File: config.mk
export PLATFORM = sky130hd
export DESIGN_NAME = bus_arbiter_flat
export DESIGN_NICKNAME = d
export VERILOG_FILES = /design/src/rtl/bus_pkg.sv /design/src/rtl/bus_arbiter_if.sv /design/src/rtl/bus_arbiter.sv /design/src/flat_wrapper.sv
export SDC_FILE = /design/constraint.sdc
export NUM_CORES = 1
export LEC_CHECK = 0
export BUFFER_PORTS_ARGS = -buffer_cell sky130_fd_sc_hd__buf_4
export CAP_MARGIN = 10
export CELL_PAD_IN_SITES_DETAIL_PLACEMENT = 1
export CELL_PAD_IN_SITES_GLOBAL_PLACEMENT = 1
export CORE_MARGIN = 3
export CORE_UTILIZATION = 34
export DETAILED_ROUTE_END_ITERATION = 8
export GPL_TIMING_DRIVEN = 0
export HOLD_SLACK_MARGIN = 0.06
export PLACE_DENSITY_LB_ADDON = 0.05
export SLEW_MARGIN = 20
export SYNTH_ARGS = -nofsm -noshare
export SYNTH_HDL_FRONTEND = slang
export SYNTH_SLANG_ARGS = --single-unit
File: constraint.sdc
create_clock -name clk -period 1.85 [get_ports clk]
set_input_delay 0.37 -clock clk [delete_from_list [all_inputs] [get_ports clk]]
set_output_delay 0.37 -clock clk [all_outputs]
set_load 0.02 [all_outputs]
File: src/rtl/bus_pkg.sv
// Shared types and widths for the system memory bus arbiter.
package bus_pkg;

    typedef enum logic [1:0] {
        IDLE,
        ACCESS,
        ACK
    } state_t;

    localparam int ADDR_W = 16;
    localparam int DATA_W = 8;
    localparam int CNT_W  = 4;

    localparam int M_CPU = 0;
    localparam int M_DMA = 1;

endpackage

File: src/rtl/bus_arbiter_if.sv
// Requester-side and memory-side signals of the two-master bus arbiter.
interface bus_arbiter_if;
    import bus_pkg::*;

    logic [1:0]        req;
    logic [1:0]        we;
    logic [ADDR_W-1:0] addr0;
    logic [ADDR_W-1:0] addr1;
    logic [DATA_W-1:0] wdata0;
    logic [DATA_W-1:0] wdata1;
    logic [1:0]        ack;
    logic [DATA_W-1:0] rdata;
    logic [1:0]        grant;
    logic [ADDR_W-1:0] adress_bus;
    logic [DATA_W-1:0] wr_data;
    logic [DATA_W-1:0] rd_data;
    logic              r;
    logic              w;

    modport slave (
        input  req, we, addr0, addr1, wdata0, wdata1, rd_data,
        output ack, rdata, grant, adress_bus, wr_data, r, w
    );

    modport master (
        output req, we, addr0, addr1, wdata0, wdata1, rd_data,
        input  ack, rdata, grant, adress_bus, wr_data, r, w
    );

endinterface

File: src/rtl/bus_arbiter.sv
// Two-master round-robin arbiter/sequencer for the 8-bit memory bus; req-to-ack is WAIT_CYCLES+2 cycles.
// Requesters hold req until their ack pulse; req is only sampled while idle.
module bus_arbiter
    import bus_pkg::*;
#(
    parameter int WAIT_CYCLES = 1
) (
    input  logic         clk,
    input  logic         reset,
    bus_arbiter_if.slave bus
);

    if (WAIT_CYCLES < 0 || WAIT_CYCLES > 15) begin : g_bad_wait
        $error("bus_arbiter: WAIT_CYCLES must be in 0..15");
    end

    localparam logic [CNT_W-1:0] WAIT_LD = CNT_W'(WAIT_CYCLES);

    state_t            state_q, state_d;
    logic              owner_q, owner_d;
    logic              last_q, last_d;
    logic              we_q, we_d;
    logic [ADDR_W-1:0] addr_q, addr_d;
    logic [DATA_W-1:0] wdata_q, wdata_d;
    logic [DATA_W-1:0] rdata_q, rdata_d;
    logic [CNT_W-1:0]  cnt_q, cnt_d;
    logic              sel;
    logic [1:0]        owner_oh;

    always_ff @(posedge clk) begin
        if (reset) begin
            state_q <= IDLE;
            owner_q <= 1'b0;
            last_q  <= 1'b1;
            we_q    <= 1'b0;
            addr_q  <= '0;
            wdata_q <= '0;
            rdata_q <= '0;
            cnt_q   <= '0;
        end else begin
            state_q <= state_d;
            owner_q <= owner_d;
            last_q  <= last_d;
            we_q    <= we_d;
            addr_q  <= addr_d;
            wdata_q <= wdata_d;
            rdata_q <= rdata_d;
            cnt_q   <= cnt_d;
        end
    end

    always_comb begin
        state_d = state_q;
        owner_d = owner_q;
        last_d  = last_q;
        we_d    = we_q;
        addr_d  = addr_q;
        wdata_d = wdata_q;
        rdata_d = rdata_q;
        cnt_d   = cnt_q;
        sel     = last_q;

        unique case (state_q)
            IDLE: begin
                if (bus.req != 2'b00) begin
                    // On a tie the master that did not win last time goes first.
                    sel     = (bus.req == 2'b11) ? ~last_q : bus.req[M_DMA];
                    owner_d = sel;
                    last_d  = sel;
                    we_d    = bus.we[sel];
                    addr_d  = sel ? bus.addr1  : bus.addr0;
                    wdata_d = sel ? bus.wdata1 : bus.wdata0;
                    cnt_d   = WAIT_LD;
                    state_d = ACCESS;
                end
            end
            ACCESS: begin
                if (cnt_q == '0) begin
                    if (!we_q) begin
                        rdata_d = bus.rd_data;
                    end
                    state_d = ACK;
                end else begin
                    cnt_d = cnt_q - CNT_W'(1);
                end
            end
            ACK: begin
                state_d = IDLE;
            end
            default: begin
                state_d = IDLE;
            end
        endcase
    end

    assign owner_oh       = 2'b01 << owner_q;
    assign bus.grant      = (state_q == IDLE) ? 2'b00 : owner_oh;
    assign bus.ack        = (state_q == ACK) ? owner_oh : 2'b00;
    assign bus.r          = (state_q == ACCESS) && !we_q;
    assign bus.w          = (state_q == ACCESS) && we_q;
    assign bus.adress_bus = addr_q;
    assign bus.wr_data    = wdata_q;
    assign bus.rdata      = rdata_q;

endmodule

File: src/flat_wrapper.sv
// flat-port wrapper written by rule: the top's interface ports become plain ports
module bus_arbiter_flat import bus_pkg::*;
#(
    parameter int WAIT_CYCLES = 1
)
  (clk, reset, bus_req, bus_we, bus_addr0, bus_addr1, bus_wdata0, bus_wdata1, bus_rd_data, bus_ack, bus_rdata, bus_grant, bus_adress_bus, bus_wr_data, bus_r, bus_w);
  bus_arbiter_if bus_i ();
  input  logic clk;
  input  logic reset;
  input wire logic [$bits(bus_i.req)-1:0] bus_req;
  input wire logic [$bits(bus_i.we)-1:0] bus_we;
  input wire logic [$bits(bus_i.addr0)-1:0] bus_addr0;
  input wire logic [$bits(bus_i.addr1)-1:0] bus_addr1;
  input wire logic [$bits(bus_i.wdata0)-1:0] bus_wdata0;
  input wire logic [$bits(bus_i.wdata1)-1:0] bus_wdata1;
  input wire logic [$bits(bus_i.rd_data)-1:0] bus_rd_data;
  output wire logic [$bits(bus_i.ack)-1:0] bus_ack;
  output wire logic [$bits(bus_i.rdata)-1:0] bus_rdata;
  output wire logic [$bits(bus_i.grant)-1:0] bus_grant;
  output wire logic [$bits(bus_i.adress_bus)-1:0] bus_adress_bus;
  output wire logic [$bits(bus_i.wr_data)-1:0] bus_wr_data;
  output wire logic [$bits(bus_i.r)-1:0] bus_r;
  output wire logic [$bits(bus_i.w)-1:0] bus_w;
  assign bus_i.req = bus_req;
  assign bus_i.we = bus_we;
  assign bus_i.addr0 = bus_addr0;
  assign bus_i.addr1 = bus_addr1;
  assign bus_i.wdata0 = bus_wdata0;
  assign bus_i.wdata1 = bus_wdata1;
  assign bus_i.rd_data = bus_rd_data;
  assign bus_ack = bus_i.ack;
  assign bus_rdata = bus_i.rdata;
  assign bus_grant = bus_i.grant;
  assign bus_adress_bus = bus_i.adress_bus;
  assign bus_wr_data = bus_i.wr_data;
  assign bus_r = bus_i.r;
  assign bus_w = bus_i.w;
  bus_arbiter #(.WAIT_CYCLES(WAIT_CYCLES)) u_core (.clk(clk), .reset(reset), .bus(bus_i));
endmodule
# Word-level counts from Yosys, hierarchy flattened
# Index checks and enable logic that the tools add are counted.
# op_classes
n_mux	13
reduce_logical	11
n_addsub	1
shift	1
bitwise_logic	2
eq_ne	6
n_lt_le_gt_ge	1
# ops
op	count
$mux 16	1
$mux 2	4
$mux 4	2
$mux 8	1
$pmux 4 s2	1
$reduce_and 3->1	2
$eq 2x2->1 const B	2
$logic_not 4->1	1
$ne 2x1->1 const B	2
$pmux 2 s2	1
$reduce_and 2->1	2
$reduce_bool 2->1	2
$sub 4x1->4 const B	1
$mux 1	3
$eq 2x1->1 const B	1
$logic_and 1x1->1	2
$logic_not 2->1	1
$lt 1x2->1 const B	1
$ne 2x2->1 const B	1
$not 1->1	2
$shl 1x1->2 const A	1
$logic_not 1->1	1
# totals
wordCells	43
input_bits	62
output_inout_bits	38
regBits	41

# Longest topological paths before layout
# depth
depth_word	4
ltp_mapped	5
ltp_nobuf	5

# Least setup slack after synthesis
# Ideal clock, no wire load.
# synth_timing
path_type	register to register
from	register u_core.cnt_q[0]
to	register u_core.rdata_q[0] (netlist: u_core.bus.rdata[0])
path_buffers	0
path_stages_with_launch	6
required_ns	1.778
period_less_slack_ns	1.551
setup_slack_ns	0.299
arrival_time_ns	1.479
path_cell_list	dfxtp_1 -> inv_1 -> ha_1 -> or3b_4 -> nor3_4 -> mux2i_1
# synth_between
elab_chain_len	2
# synth_lines
item	line_no	rtl
start, declared	bus_arbiter.sv:26	logic [CNT_W-1:0] cnt_q, cnt_d;
start signal, assigned	bus_arbiter.sv:48	cnt_q <= cnt_d;
$logic_not 4->1	bus_arbiter.sv:78	if (cnt_q == '0) begin
$reduce_and 3->1 (no source line)	-	
end signal, assigned	bus_arbiter.sv:47	rdata_q <= rdata_d;
end, declared	bus_arbiter.sv:25	logic [DATA_W-1:0] rdata_q, rdata_d;
# Every way passes these cells.
# A chain may end at the register's enable or synchronous reset.

# Worst setup path in the final report
# layout_timing
from	register u_core.state_q[0]
to	output port bus_grant[0]
# layout_between
elab_chain_len	2
# layout_lines
item	line_no	rtl
start, declared	bus_arbiter.sv:19	state_t state_q, state_d;
start signal, assigned	bus_arbiter.sv:41	state_q <= state_d;
$logic_not 2->1	bus_arbiter.sv:97	assign bus.grant = (state_q == IDLE) ? 2'b00 : owner_oh;
$mux 2	bus_arbiter.sv:97	
end, declared	flat_wrapper.sv:19	output wire logic [$bits(bus_i.grant)-1:0] bus_grant;
# Every way passes these cells.

==> results.json <==
{
  "die_w_um": 82.3,
  "die-area_sq_mm": 0.00677,
  "yosysWarnings": 0,
  "place_area_sq_mm": 0.00281,
  "power.share.clock_pct": 32.0,
  "grt_max_degree": 14,
  "synthArstFlopShare_pct": 0,
  "swShare_pct": 28.8,
  "drv_cap": 0,
  "cts_root_buf": "clkbuf_8",
  "cts-htree-levels": 2,
  "initial_core_util_pct": 35.5,
  "syn_avg_cell_area_sq_um": 11.6,
  "final-seq-area_sq_um": 821,
  "firstDrtPassIters": 4,
  "worstSetupStartpointType": "flop",
  "pwr-share-comb_pct": 28.7,
  "yosys_register_bits": 41,
  "insertion_delay_ps": 290,
  "grtUsageTotal_pct": 15.5,
  "fin_nets": 342,
  "core_sq_mm": 0.00557,
  "synth_top_area_cell": "dfxtp_1",
  "drc": 0,
  "port_buffers": 99,
  "routed_wl_mm": 5.25,
  "gp_routability_congestion": 0.755,
  "synth.cell_area_sq_mm": 0.00198,
  "drtAntennaViolNets": 0,
  "seqPwrFrac_pct": 39.3,
  "overflow": 0,
  "syn_to_final_growth_pct": 49.9,
  "cts_made_buffers": 5,
  "synthAdderAreaFrac_pct": 1.26,
  "grt_pass1_vias": 1674,
  "status": "completed",
  "maxSlewViolCount": 0,
  "synthMuxAreaShare_pct": 16.7,
  "synth.area.top_cells": "dfxtp_1 41%, mux2i_1 17%, o2bb2ai_2 15%, nand2b_1 5.4%, o2bb2ai_1 2.2%",
  "critPathArrivalTime_ps": 1320,
  "vias": 1687,
  "endpoint_kind": "primary output",
  "synth_ff_type": "dfxtp_1",
  "multiInputGateArea_sq_mm": 0.00105,
  "cts_hold_buf": 0,
  "period_needed_ps": 1690,
  "ios": 100,
  "p_switching_uw": 769,
  "hold_class": "in2reg",
  "post_cts_buffers": 0,
  "clk_pin_slew_ps": 90,
  "hpwl_mm": 4.08,
  "cp_max_fo": 7,
  "antenna_found_initial": 0,
  "synth_edf_count": 0,
  "synth-compound-area-share_pct": 22.0,
  "synthTopCellsByCount": "41 x dfxtp_1, 33 x mux2i_1, 20 x o2bb2ai_2, 17 x nand2b_1, 6 x a21oi_1",
  "rsz0062_at_grt": "no",
  "vias_per_cell": 4.81,
  "synth_top_family_by_area": "compound AO/OA/AOI/OAI gates",
  "path_class": "reg2out",
  "synth_top_area_share_pct": 41.5,
  "diodes": 0,
  "first_iter_violations": 19,
  "syn_nets": 235,
  "yosys.area_share.simple_pct": 13.3,
  "p_per_area_mw_per_mm2": 900,
  "holdWs_ps": 348,
  "wl_per_cell_um": 15.0,
  "fin_skew_ps": 13.2,
  "fin_crit_sh_pct": 91.2,
  "clk_path_buf_depth": 2,
  "fmax_mhz": 592,
  "ys_seq_area_share_pct": 41.5,
  "grt_pass1_wl_mm": 8.09,
  "fillCellCount": 635,
  "peakVddDrop_mv": 0.493,
  "post_cts_resized": 0,
  "tightestPinTransition_ps": 554,
  "finalSetupViolCount": 0,
  "slew_headroom_pct": 63.1,
  "cts_tree": "yes",
  "drive_above_1_share_pct": 50.2,
  "p_int_mw": 1.90,
  "die_h_um": 82.3,
  "stdcell_area_sq_mm": 0.00297,
  "rows": 27,
  "p_leak_nw": 1.32,
  "synth_cell_types": 33,
  "synth_xor_area_share_pct": 0,
  "synthCells": 171,
  "yosysMostFrequentCell": "dfxtp_1",
  "tns_ps": 0,
  "hold_viol": 0,
  "cts_sinks": 41,
  "cp.required_ps": 1480
}
==> metal layers <==
layer,global-route usage (%),wire [um],up-vias
li1,-,-,843
met1,18.9,2140,783
met2,25.8,2570,57
met3,5.86,498,4
met4,3.99,41,0
met5,0,0,-
==> cells by family (layout without fill, tap and decap cells) <==
kind of cell / count (synthesis) / count (layout)
DFF: 41 / 41
and+or+nand+nor: 41 / 41
muxes: 33 / 33
buffers and inverters: 14 / 122
AOI/OAI and AO/OA: 40 / 40
adders and majority gates: 2 / 2
==> critical path, cell delays in order (launching register included) <==
cell     delay, ps
dfxtp_1        360
nor2_1         410
nor2_1          80
buf_4          170
==> path summary, 6_finish.rpt <==
path | startpoint | to | cells past startpoint | slack, ps
setup / recovery | u_core.state_q[0] | bus_grant[0] | 3 | 160
setup reg to reg | u_core.cnt_q[0] | u_core.bus.rdata[3] | 6 | 220
hold / removal | bus_addr0[2] | u_core.bus.adress_bus[2] | 3 | 350
hold reg to reg | u_core.bus.adress_bus[0] | u_core.bus.adress_bus[0] | 1 | 470
==> through the flow <==
step           power (mW)  util [%]  instances  setup slack (ps)
6_report             2.67      53.2        351               162
5_1_grt              2.83      53.2        351              65.4
4_1_cts              2.69      52.9        350              53.4
3_5_place_dp         1.83      50.5        342              52.8
3_3_place_gp         1.82      50.5        342              60.6
2_1_floorplan        1.51         -        171               299
==> flip-flops by register name (all words and copies together) (netlist names) <==
signal / cells
u_core.last_q: 1
u_core.state_q: 2
u_core.we_q: 1
u_core.cnt_q: 4
u_core.owner_q: 1
u_core.bus.adress_bus: 16
u_core.bus.rdata: 8
u_core.bus.wr_data: 8
==> layout make-up <==
cell class                      count  share of cell area, %
Tap cell                           72                   3.04
Clock buffer                        5                   2.32
Buffer                             11                   3.16
Timing Repair Buffer              100                   25.7
Multi-Input combinational cell    116                   35.5
Sequential cell                    41                   27.7
Clock inverter                      3                   2.19
Inverter                            3                  0.380
==> power groups by stage <==
stage               Combinational, mW  Clock, mW  Sequential [mW]
detailed placement              0.765          0             1.07
floorplan                       0.354          0             1.15
finish                          0.767      0.854             1.05
global placement                0.755          0             1.06
CTS                             0.767      0.879             1.05
global route                    0.830      0.931             1.07
==> cells in the final DEF, fill, tap and decap left out, types with 2 or more instances in the layout <==
cell and n:
o2bb2ai_2 20, bufinv_16 2, or2_1 2, buf_2 4, o2bb2ai_1 5, or4_1 2, o21ai_0 3, clkbuf_8 5
or3_1 3, nand2b_1 17, nor3b_1 2, a21oi_1 6, dfxtp_1 41, ha_1 2, buf_12 3, clkbuf_1 2
buf_4 101, mux2i_1 33, nor3_1 2, nor2_1 5, and2_1 2, inv_1 3
No activity file was read; power rests on OpenSTA's default activity.
